File: src/rtl/ex_hazard_ctrl.sv
// Execute-stage pipeline sequencer: load-use stall, branch flush, multi-cycle
// hold of EX, and saturating stall/flush cycle counters.
module ex_hazard_ctrl #(
  parameter int FLUSH_CYCLES = 2,
  parameter int MC_LAT       = 4,
  parameter int RA_W         = 5
) (
  input  logic            clk,
  input  logic            rst_n,
  input  logic            de_valid,
  input  logic [RA_W-1:0] de_rs1,
  input  logic [RA_W-1:0] de_rs2,
  input  logic            de_uses_rs1,
  input  logic            de_uses_rs2,
  input  logic            de_multicycle,
  input  logic            ex_valid,
  input  logic [RA_W-1:0] ex_rd,
  input  logic            ex_mem_read,
  input  logic            branch_taken,
  output logic            stall_fd,
  output logic            bubble_ex,
  output logic            flush_fd,
  output logic            ex_busy,
  output logic            mc_done,
  output logic [1:0]      ctrl_state,
  output logic [31:0]     perf_stall_cnt,
  output logic [31:0]     perf_flush_cnt
);

  localparam int CNT_MAX = (FLUSH_CYCLES > MC_LAT) ? FLUSH_CYCLES : MC_LAT;
  localparam int CNT_W   = (CNT_MAX > 1) ? $clog2(CNT_MAX) : 1;
  // Counter preloads: the first FLUSH/MC_BUSY cycle already counts as one.
  localparam logic [CNT_W-1:0] FLUSH_LOAD = CNT_W'((FLUSH_CYCLES >= 2) ? (FLUSH_CYCLES - 2) : 0);
  localparam logic [CNT_W-1:0] MC_LOAD    = CNT_W'(MC_LAT - 2);

  typedef enum logic [1:0] {
    ST_RUN     = 2'd0,
    ST_FLUSH   = 2'd1,
    ST_MC_BUSY = 2'd2,
    ST_ILLEGAL = 2'd3
  } state_e;

  state_e           state_r;
  state_e           next_state_s;
  logic [CNT_W-1:0] cnt_r;
  logic [CNT_W-1:0] next_cnt_s;
  logic             mc_done_r;
  logic             mc_fire_s;
  logic [31:0]      perf_stall_cnt_r;
  logic [31:0]      perf_flush_cnt_r;
  logic             lu_s;
  logic             stall_s;
  logic             bubble_s;
  logic             flush_s;
  logic             busy_s;

  // Saturating increment: holds at all-ones instead of wrapping.
  function automatic logic [31:0] sat_inc(input logic [31:0] v);
    if (v == 32'hFFFF_FFFF) begin
      sat_inc = v;
    end else begin
      sat_inc = v + 32'd1;
    end
  endfunction

  // Load-use hazard: a load in EX writes a register the decode instruction reads.
  always_comb begin
    lu_s = ex_valid & ex_mem_read & (ex_rd != {RA_W{1'b0}}) & de_valid &
           ((de_uses_rs1 & (de_rs1 == ex_rd)) | (de_uses_rs2 & (de_rs2 == ex_rd)));
  end

  // Next-state, counter and raw control decode.
  always_comb begin
    next_state_s = state_r;
    next_cnt_s   = cnt_r;
    stall_s      = 1'b0;
    bubble_s     = 1'b0;
    flush_s      = 1'b0;
    busy_s       = 1'b0;
    mc_fire_s    = 1'b0;
    case (state_r)
      ST_RUN: begin
        if (branch_taken) begin
          flush_s  = 1'b1;
          bubble_s = 1'b1;
          if (FLUSH_CYCLES == 1) begin
            next_state_s = ST_RUN;
          end else begin
            next_state_s = ST_FLUSH;
            next_cnt_s   = FLUSH_LOAD;
          end
        end else if (lu_s) begin
          // Single-cycle hold: the inserted bubble clears the hazard next cycle.
          stall_s      = 1'b1;
          bubble_s     = 1'b1;
          next_state_s = ST_RUN;
        end else if (de_valid && de_multicycle) begin
          // The op moves into EX this cycle, so no hold yet.
          next_state_s = ST_MC_BUSY;
          next_cnt_s   = MC_LOAD;
        end else begin
          next_state_s = ST_RUN;
        end
      end
      ST_FLUSH: begin
        // EX holds a bubble here, so a branch indication cannot be real.
        flush_s  = 1'b1;
        bubble_s = 1'b1;
        if (cnt_r == {CNT_W{1'b0}}) begin
          next_state_s = ST_RUN;
        end else begin
          next_cnt_s = cnt_r - {{(CNT_W-1){1'b0}}, 1'b1};
        end
      end
      ST_MC_BUSY: begin
        stall_s = 1'b1;
        busy_s  = 1'b1;
        if (cnt_r == {CNT_W{1'b0}}) begin
          next_state_s = ST_RUN;
          mc_fire_s    = 1'b1;
        end else begin
          next_cnt_s = cnt_r - {{(CNT_W-1){1'b0}}, 1'b1};
        end
      end
      default: begin
        next_state_s = ST_RUN;
        next_cnt_s   = {CNT_W{1'b0}};
      end
    endcase
  end

  // Control outputs are forced low while reset is asserted.
  always_comb begin
    stall_fd  = rst_n & stall_s;
    bubble_ex = rst_n & bubble_s;
    flush_fd  = rst_n & flush_s;
    ex_busy   = rst_n & busy_s;
  end

  // State, down-counter and completion pulse registers.
  always_ff @(posedge clk or negedge rst_n) begin
    if (!rst_n) begin
      state_r   <= ST_RUN;
      cnt_r     <= {CNT_W{1'b0}};
      mc_done_r <= 1'b0;
    end else begin
      state_r   <= next_state_s;
      cnt_r     <= next_cnt_s;
      mc_done_r <= mc_fire_s;
    end
  end

  // Saturating performance counters of stall and flush cycles.
  always_ff @(posedge clk or negedge rst_n) begin
    if (!rst_n) begin
      perf_stall_cnt_r <= 32'd0;
      perf_flush_cnt_r <= 32'd0;
    end else begin
      if (stall_fd) begin
        perf_stall_cnt_r <= sat_inc(perf_stall_cnt_r);
      end else begin
        perf_stall_cnt_r <= perf_stall_cnt_r;
      end
      if (flush_fd) begin
        perf_flush_cnt_r <= sat_inc(perf_flush_cnt_r);
      end else begin
        perf_flush_cnt_r <= perf_flush_cnt_r;
      end
    end
  end

  assign ctrl_state     = state_r;
  assign mc_done        = mc_done_r;
  assign perf_stall_cnt = perf_stall_cnt_r;
  assign perf_flush_cnt = perf_flush_cnt_r;

endmodule

File: config.mk
export PLATFORM = sky130hd
export DESIGN_NAME = ex_hazard_ctrl
export DESIGN_NICKNAME = d
export VERILOG_FILES = /design/src/rtl/ex_hazard_ctrl.sv
export SDC_FILE = /design/constraint.sdc
export NUM_CORES = 1
export LEC_CHECK = 0
export CAP_MARGIN = 10
export CELL_PAD_IN_SITES_DETAIL_PLACEMENT = 1
export CELL_PAD_IN_SITES_GLOBAL_PLACEMENT = 1
export CORE_UTILIZATION = 38
export CTS_BUF_LIST = sky130_fd_sc_hd__clkbuf_8
export DETAILED_ROUTE_END_ITERATION = 12
export GPL_TIMING_DRIVEN = 0
export PLACE_DENSITY = 0.91
export SYNTH_ARGS = -nofsm -noshare
export SYNTH_HDL_FRONTEND = slang
export SYNTH_SLANG_ARGS = --single-unit
File: constraint.sdc
create_clock -name clk -period 2.5 [get_ports clk]
set_input_delay 0.5 -clock clk [delete_from_list [all_inputs] [get_ports clk]]
set_output_delay 0.5 -clock clk [all_outputs]
set_load 0.005 [all_outputs]
# --- Yosys cells after proc, flatten, opt, wreduce, memory -nomap -nowiden ---
# Cells that the tools add are included.
# W data, S select, Z words.
totals:
  wordCells: 59
  regBits: 69
  out_inout_bits: 71
  inputBits: 24
classes:
  n_addsub: 3
  n_mux: 20
  bitwise_logic: 13
  n_reduce_logical: 8
  n_eq_ne: 10
op_table:
  columns: ["operator", "count"]
  rows:
  - ["$add A32 B1 Y32 const B", 2]
  - ["$eq A32 B32 Y1 const B", 2]
  - ["$mux W2", 8]
  - ["$and A1 B1 Y1", 10]
  - ["$eq A5 B5 Y1", 2]
  - ["$pmux W2 S2", 2]
  - ["$mux W1", 7]
  - ["$ne A3 B3 Y1 const B", 2]
  - ["$pmux W1 S2", 3]
  - ["$reduce_bool A5 Y1", 1]
  - ["$logic_not A2 Y1", 2]
  - ["$reduce_and A2 Y1", 2]
  - ["$reduce_and A3 Y1", 1]
  - ["$eq A2 B1 Y1 const B", 1]
  - ["$eq A2 B2 Y1 const B", 1]
  - ["$ne A2 B1 Y1 const B", 1]
  - ["$ne A2 B2 Y1 const B", 1]
  - ["$not A1 Y1", 2]
  - ["$reduce_or A2 Y1", 1]
  - ["$sub A2 B1 Y2 const B", 1]
  - ["$logic_and A1 B1 Y1", 1]
  - ["$or A1 B1 Y1", 1]

# --- Longest topological paths before layout ---
depth:
  word_depth: 9
  ltp_mapped: 9
  ltp_nobuf: 9

# --- Worst setup path before layout ---
# OpenSTA, ideal clock, no wires.
synth_path:
  path_type: "register to register"
  start: "reg state_r[0], in the netlist ctrl_state[0]"
  end: "reg perf_flush_cnt_r[31], in the netlist perf_flush_cnt[31]"
  setup_slack_ns: 0.414
  path_stages_with_launch: 10
  path_buffers: 0
  period_less_slack_ns: 2.086
  required_ns: 2.377
  setup_ns: 0.123
  arrival_ns: 1.963
  path_cell_list: "dfrtp_1 -> inv_1 -> ha_1 -> and2_1 -> o21ai_0 -> inv_1 -> o311ai_0 -> nor4_1 -> nand4_1 -> xnor2_1"
synth_between:
  elab_chain_len: 4
  word_cells_on_any_way: 5
  classes_between: "1 x eq/ne; 1 x mux; 1 x bitwise; 2 x reduce/logical"
synth_rtl:
  columns: ["item", "line", "rtl"]
  rows:
  - ["start: declaration", "43", "state_e state_r;"]
  - ["start signal: assignment", "147", "state_r <= next_state_s;"]
  - ["$eq A2 B1 Y1 / $logic_not A2 Y1 (equally long branches)", "81", "case (state_r)"]
  - ["$pmux W1 S2 (*)", "81", null]
  - ["$and A1 B1 Y1 (*)", "136", "flush_fd = rst_n & flush_s;"]
  - ["net flush_fd", "22", "output logic flush_fd,"]
  - ["$reduce_and A2 Y1 (no source line) (*)", null, null]
  - ["end signal: assignment", "165", "perf_flush_cnt_r <= sat_inc(perf_flush_cnt_r);"]
  - ["end signal: assignment", "167", "perf_flush_cnt_r <= perf_flush_cnt_r;"]
  - ["end: declaration", "50", "logic [31:0] perf_flush_cnt_r;"]
# The timed path passes the listed nets; every way through them passes the cells marked *.
# A chain may end at the register's enable or synchronous reset.

# --- Worst setup path in the final report ---
layout_path:
  start: "in de_rs1[1]"
  end: "reg perf_stall_cnt_r[15], in the netlist perf_stall_cnt[15]"
layout_between:
  elab_chain_len: 9
layout_rtl:
  columns: ["item", "line", "rtl"]
  rows:
  - ["start: declaration", "11", "input logic [RA_W-1:0] de_rs1,"]
  - ["$eq A5 B5 Y1", "69", "((de_uses_rs1 & (de_rs1 == ex_rd)) | (de_uses_rs2 & (de_rs2 == ex_rd)));"]
  - ["$and A1 B1 Y1", "69", null]
  - ["$or A1 B1 Y1", "69", null]
  - ["$and A1 B1 Y1", "68", "lu_s = ex_valid & ex_mem_read & (ex_rd != {RA_W{1'b0}}) & de_valid &"]
  - ["$mux W1", "92", "end else if (lu_s) begin"]
  - ["$mux W1", "83", "if (branch_taken) begin"]
  - ["$pmux W1 S2", "81", null]
  - ["$and A1 B1 Y1", "134", "stall_fd = rst_n & stall_s;"]
  - ["$reduce_and A2 Y1 (no source line)", null, null]
  - ["end signal: assignment", "160", "perf_stall_cnt_r <= sat_inc(perf_stall_cnt_r);"]
  - ["end signal: assignment", "162", "perf_stall_cnt_r <= perf_stall_cnt_r;"]
  - ["end: declaration", "49", "logic [31:0] perf_stall_cnt_r;"]
# Every way passes these cells.

==> summary.md <==
| Metric | Value |
|---|---|
| Net Count, Synth | 386 |
| Gr ovfl total | 0 |
| H-tree depth | 3 |
| Die ar. | 0.00993 sq mm |
| Total power | 0.00303 W |
| First-pass GRT wire length | 17.6 mm |
| Crit path time final | 2.44 ns |
| Clk_skew | 0.00803 ns |
| Clk buf depth | 2 |
| Initial Util | 39.2% |
| CTS buffer count | 9 |
| NumNets Final | 500 |
| Worst-Skew Late Latency | about 0.35 ns |
| # rows | 35 |
| Met2 GRT Util | 41.0% |
| Multi-input gate area | 0.00192 sq mm |
| Routed Wire Length | 10.5 mm |
| GR Util met3 | 4.36% |
| HPWL Detailed | between 7 and 8 mm |
| Predominant post-synthesis flop cell | dfrtp_1 |
| ANT nets after route | 0 |
| Main combinational cell family by area after synthesis | simple AND/OR/NAND/NOR gates |
| Post-synthesis register bit count | 69 |
| Startpoint types | input pin |
| Pwr Density | 590 mW/mm^2 |
| Synth area leaders | dfrtp_1 48%, xnor2_1 8.9%, xor2_1 8.5% |
| Largest net degree at the start of global routing | 74 |
| Wirelength per Cell | 17.5 microns |
| Final RePlAce weighted congestion | 0.797 |
| Post-Syn Instances | 355 |
| Outcome | completed |
| CTS tree | built |
| Area after DPL | 0.00475 sq mm |
| Fin area | 0.00513 sq mm |
| CP endpoint kind | register |
| Fin. max-slew vios | 0 |
| Core area | 0.00924 sq mm |
| First-pass DRT Iterations | 4 |
| Final hold vios | 0 |
| Syn Std Cell Area | 0.00362 sq mm |
| Vias in the first global route | 3473 |
| Layout cell share with drive strength beyond 1 | 13.3% |
| CP max FO | 10 |
| Synthesis-to-layout area growth | 41.5% |
| Mux cell area share after synthesis | 0.932% |
| Seq. cell area | 0.00173 sq mm |
| Final worst path period share | 97.5% |
| CTS Sinks | 69 |
| Leakage Power | 2.29 nW |
| Synth cell types | 40 |
| Vias per std cell | ~5.3 |
| GR peak layer | met2 |
| Headroom to the max-slew limit | 49.7% |
| Initial antenna violation count | 0 |
| I/O Pins | 95 |
| CP Class | input pin to register |
| Hold Crit Class | input pin to async pin |
| Met1 Track Usage GR | ~27% |
| Simple-Gate Fraction of Synth Area | 26.0% |
| Post-synthesis compound-gate area fraction | 3.07% |
| Post-synth ARST share | 100% |
| Commonest non-fill, non-tap cell in the layout | clkdlybuf4s50_1 |
| Synth warn | 0 |
| Filler instances | approximately 1000 |
| PortBufs | 94 |
| Xor/xnor share of the synthesized area | 17.4% |
| VDD IR max | 0.000404 V |
| Via count | between 3000 and 4000 |
| Post-synthesis sequential area ratio | 47.7% |
| Post-cts hold buffer count | 0 |
| GRT Total Usage | 22.5% |
| Max Cap Viol | 0 |
| CP required | 2.76 ns |
| Most frequent cells in the layout | 83 x clkdlybuf4s50_1, 69 x dfrtp_1, 37 x xnor2_1 |
| Number of enable flip-flop cells after synthesis | 0 |
| Fmax | 0.410 GHz |
| Synth top area share | 47.7% |
| Final hold slack | 0.163 ns |
| Die width | between 90 and 100 microns |
| Slew @ Worst Pin | about 0.75 ns |
| Ant diodes | 0 |
| Worst-path clk slew | 0.07 ns |
| Area leader, netlist | dfrtp_1 |
| Initial drt markers | 69 |
| Final setup fails | 0 |
| Die Span Y | 99.7 microns |
| Synth Area in Adders | under 10% |
| Worst EP arrival | around 2.7 ns |
| Avg Inst Size Synth | between 10 and 15 sq um |
| CTS Root Cell | clkbuf_8 |
| DRC viols | 0 |
## registers in the layout, summed over array words and instances (netlist names)
name and flops:
perf_stall_cnt 32, ctrl_state 2, perf_flush_cnt 32, cnt_r 2, mc_done 1
## stage by stage
step,setup WS [ns],setup TNS [ns],utilization (%),instances
2_1_floorplan,0.414,0,-,355
3_3_place_gp,-3.62,-307.42,51.1,578
3_5_place_dp,-0.854,-16.24,51.4,579
4_1_cts,-0.0301,-0.0301,54.7,600
5_1_grt,-0.0130,-0.0130,55.5,601
6_report,0.0623,0,55.5,601
## final timing paths
path / startpoint / to / slack [ns] / cells after the start
hold reg to reg: perf_stall_cnt[27] / perf_stall_cnt[27] / 0.49 / 1
setup reg to reg: perf_stall_cnt[4] / perf_stall_cnt[15] / 0.20 / 7
hold / removal: rst_n / perf_stall_cnt[28] / 0.16 / 2
setup / recovery: de_rs1[1] / perf_stall_cnt[15] / 0.06 / 11
min in group clk: perf_stall_cnt[27] / perf_stall_cnt[27] / 0.49 / 1
max in group asynchronous: rst_n / perf_flush_cnt[21] / 2.03 / 2
## power by group
group / switching [W] / leakage (nW) / total (W) / internal (W)
Sequential: 0.000119 / 0.911 / 0.00133 / 0.00121
Combinational: 0.000361 / 1.28 / 0.000758 / 0.000398
Clock: 0.000412 / 0.106 / 0.000941 / 0.000529
Total: 0.000891 / 2.29 / 0.00303 / 0.00214
## what timing repair did
| action | 4_1_cts | 5_1_grt |
|---|---|---|
| pin swaps | 5 | 5 |
| setup buffers | 7 | 2 |
| setup endpoints to repair | 29 | 31 |
| endpoints found under the hold margin | 0 | 0 |
| gates resized for setup | 24 | 22 |
## per-layer routing
layer  wire [microns]  vias to the layer above
li1                 -                     1470
met4              148                        0
met1             4350                     1626
met3              351                       13
met2             5690                       82
met5                0                        -
## cell type report
cell class,count,area share [%]
Clock buffer,12,3.22
Buffer,5,0.610
Timing Repair Buffer,104,20.0
Inverter,16,1.22
Tap cell,129,3.15
Multi-Input combinational cell,264,37.5
Sequential cell,69,33.7
Clock inverter,2,0.659
## logic make-up after synthesis
group / Yosys count
DFF: 69
and+or+nand+nor: 168
buffers and inverters: 22
AOI/OAI and AO/OA: 14
xor gates and xnor gates: 72
muxes: 3
adders and majority gates: 7
## synth_stat cells (all sizes together) (4+ instances only)
cell type and n:
dfrtp 69, xnor2 37, xor2 35, nand3 33
nor3 31, nand4 23, nand2 22, nor2 17
inv 16, and3 14, ha 7, and4 5
nor4 5, and2 4
## critical path: stages
cell and delay, ns:
clkdlybuf4s50_1 0.48, xnor2_1 0.12, nand4_1 0.12, o22ai_2 0.22, buf_6 0.14, a41oi_4 0.12
buf_4 0.17, buf_4 0.16, buf_2 0.22, nor2_1 0.21, xor2_1 0.22
Power figures use the tool's default switching activity.
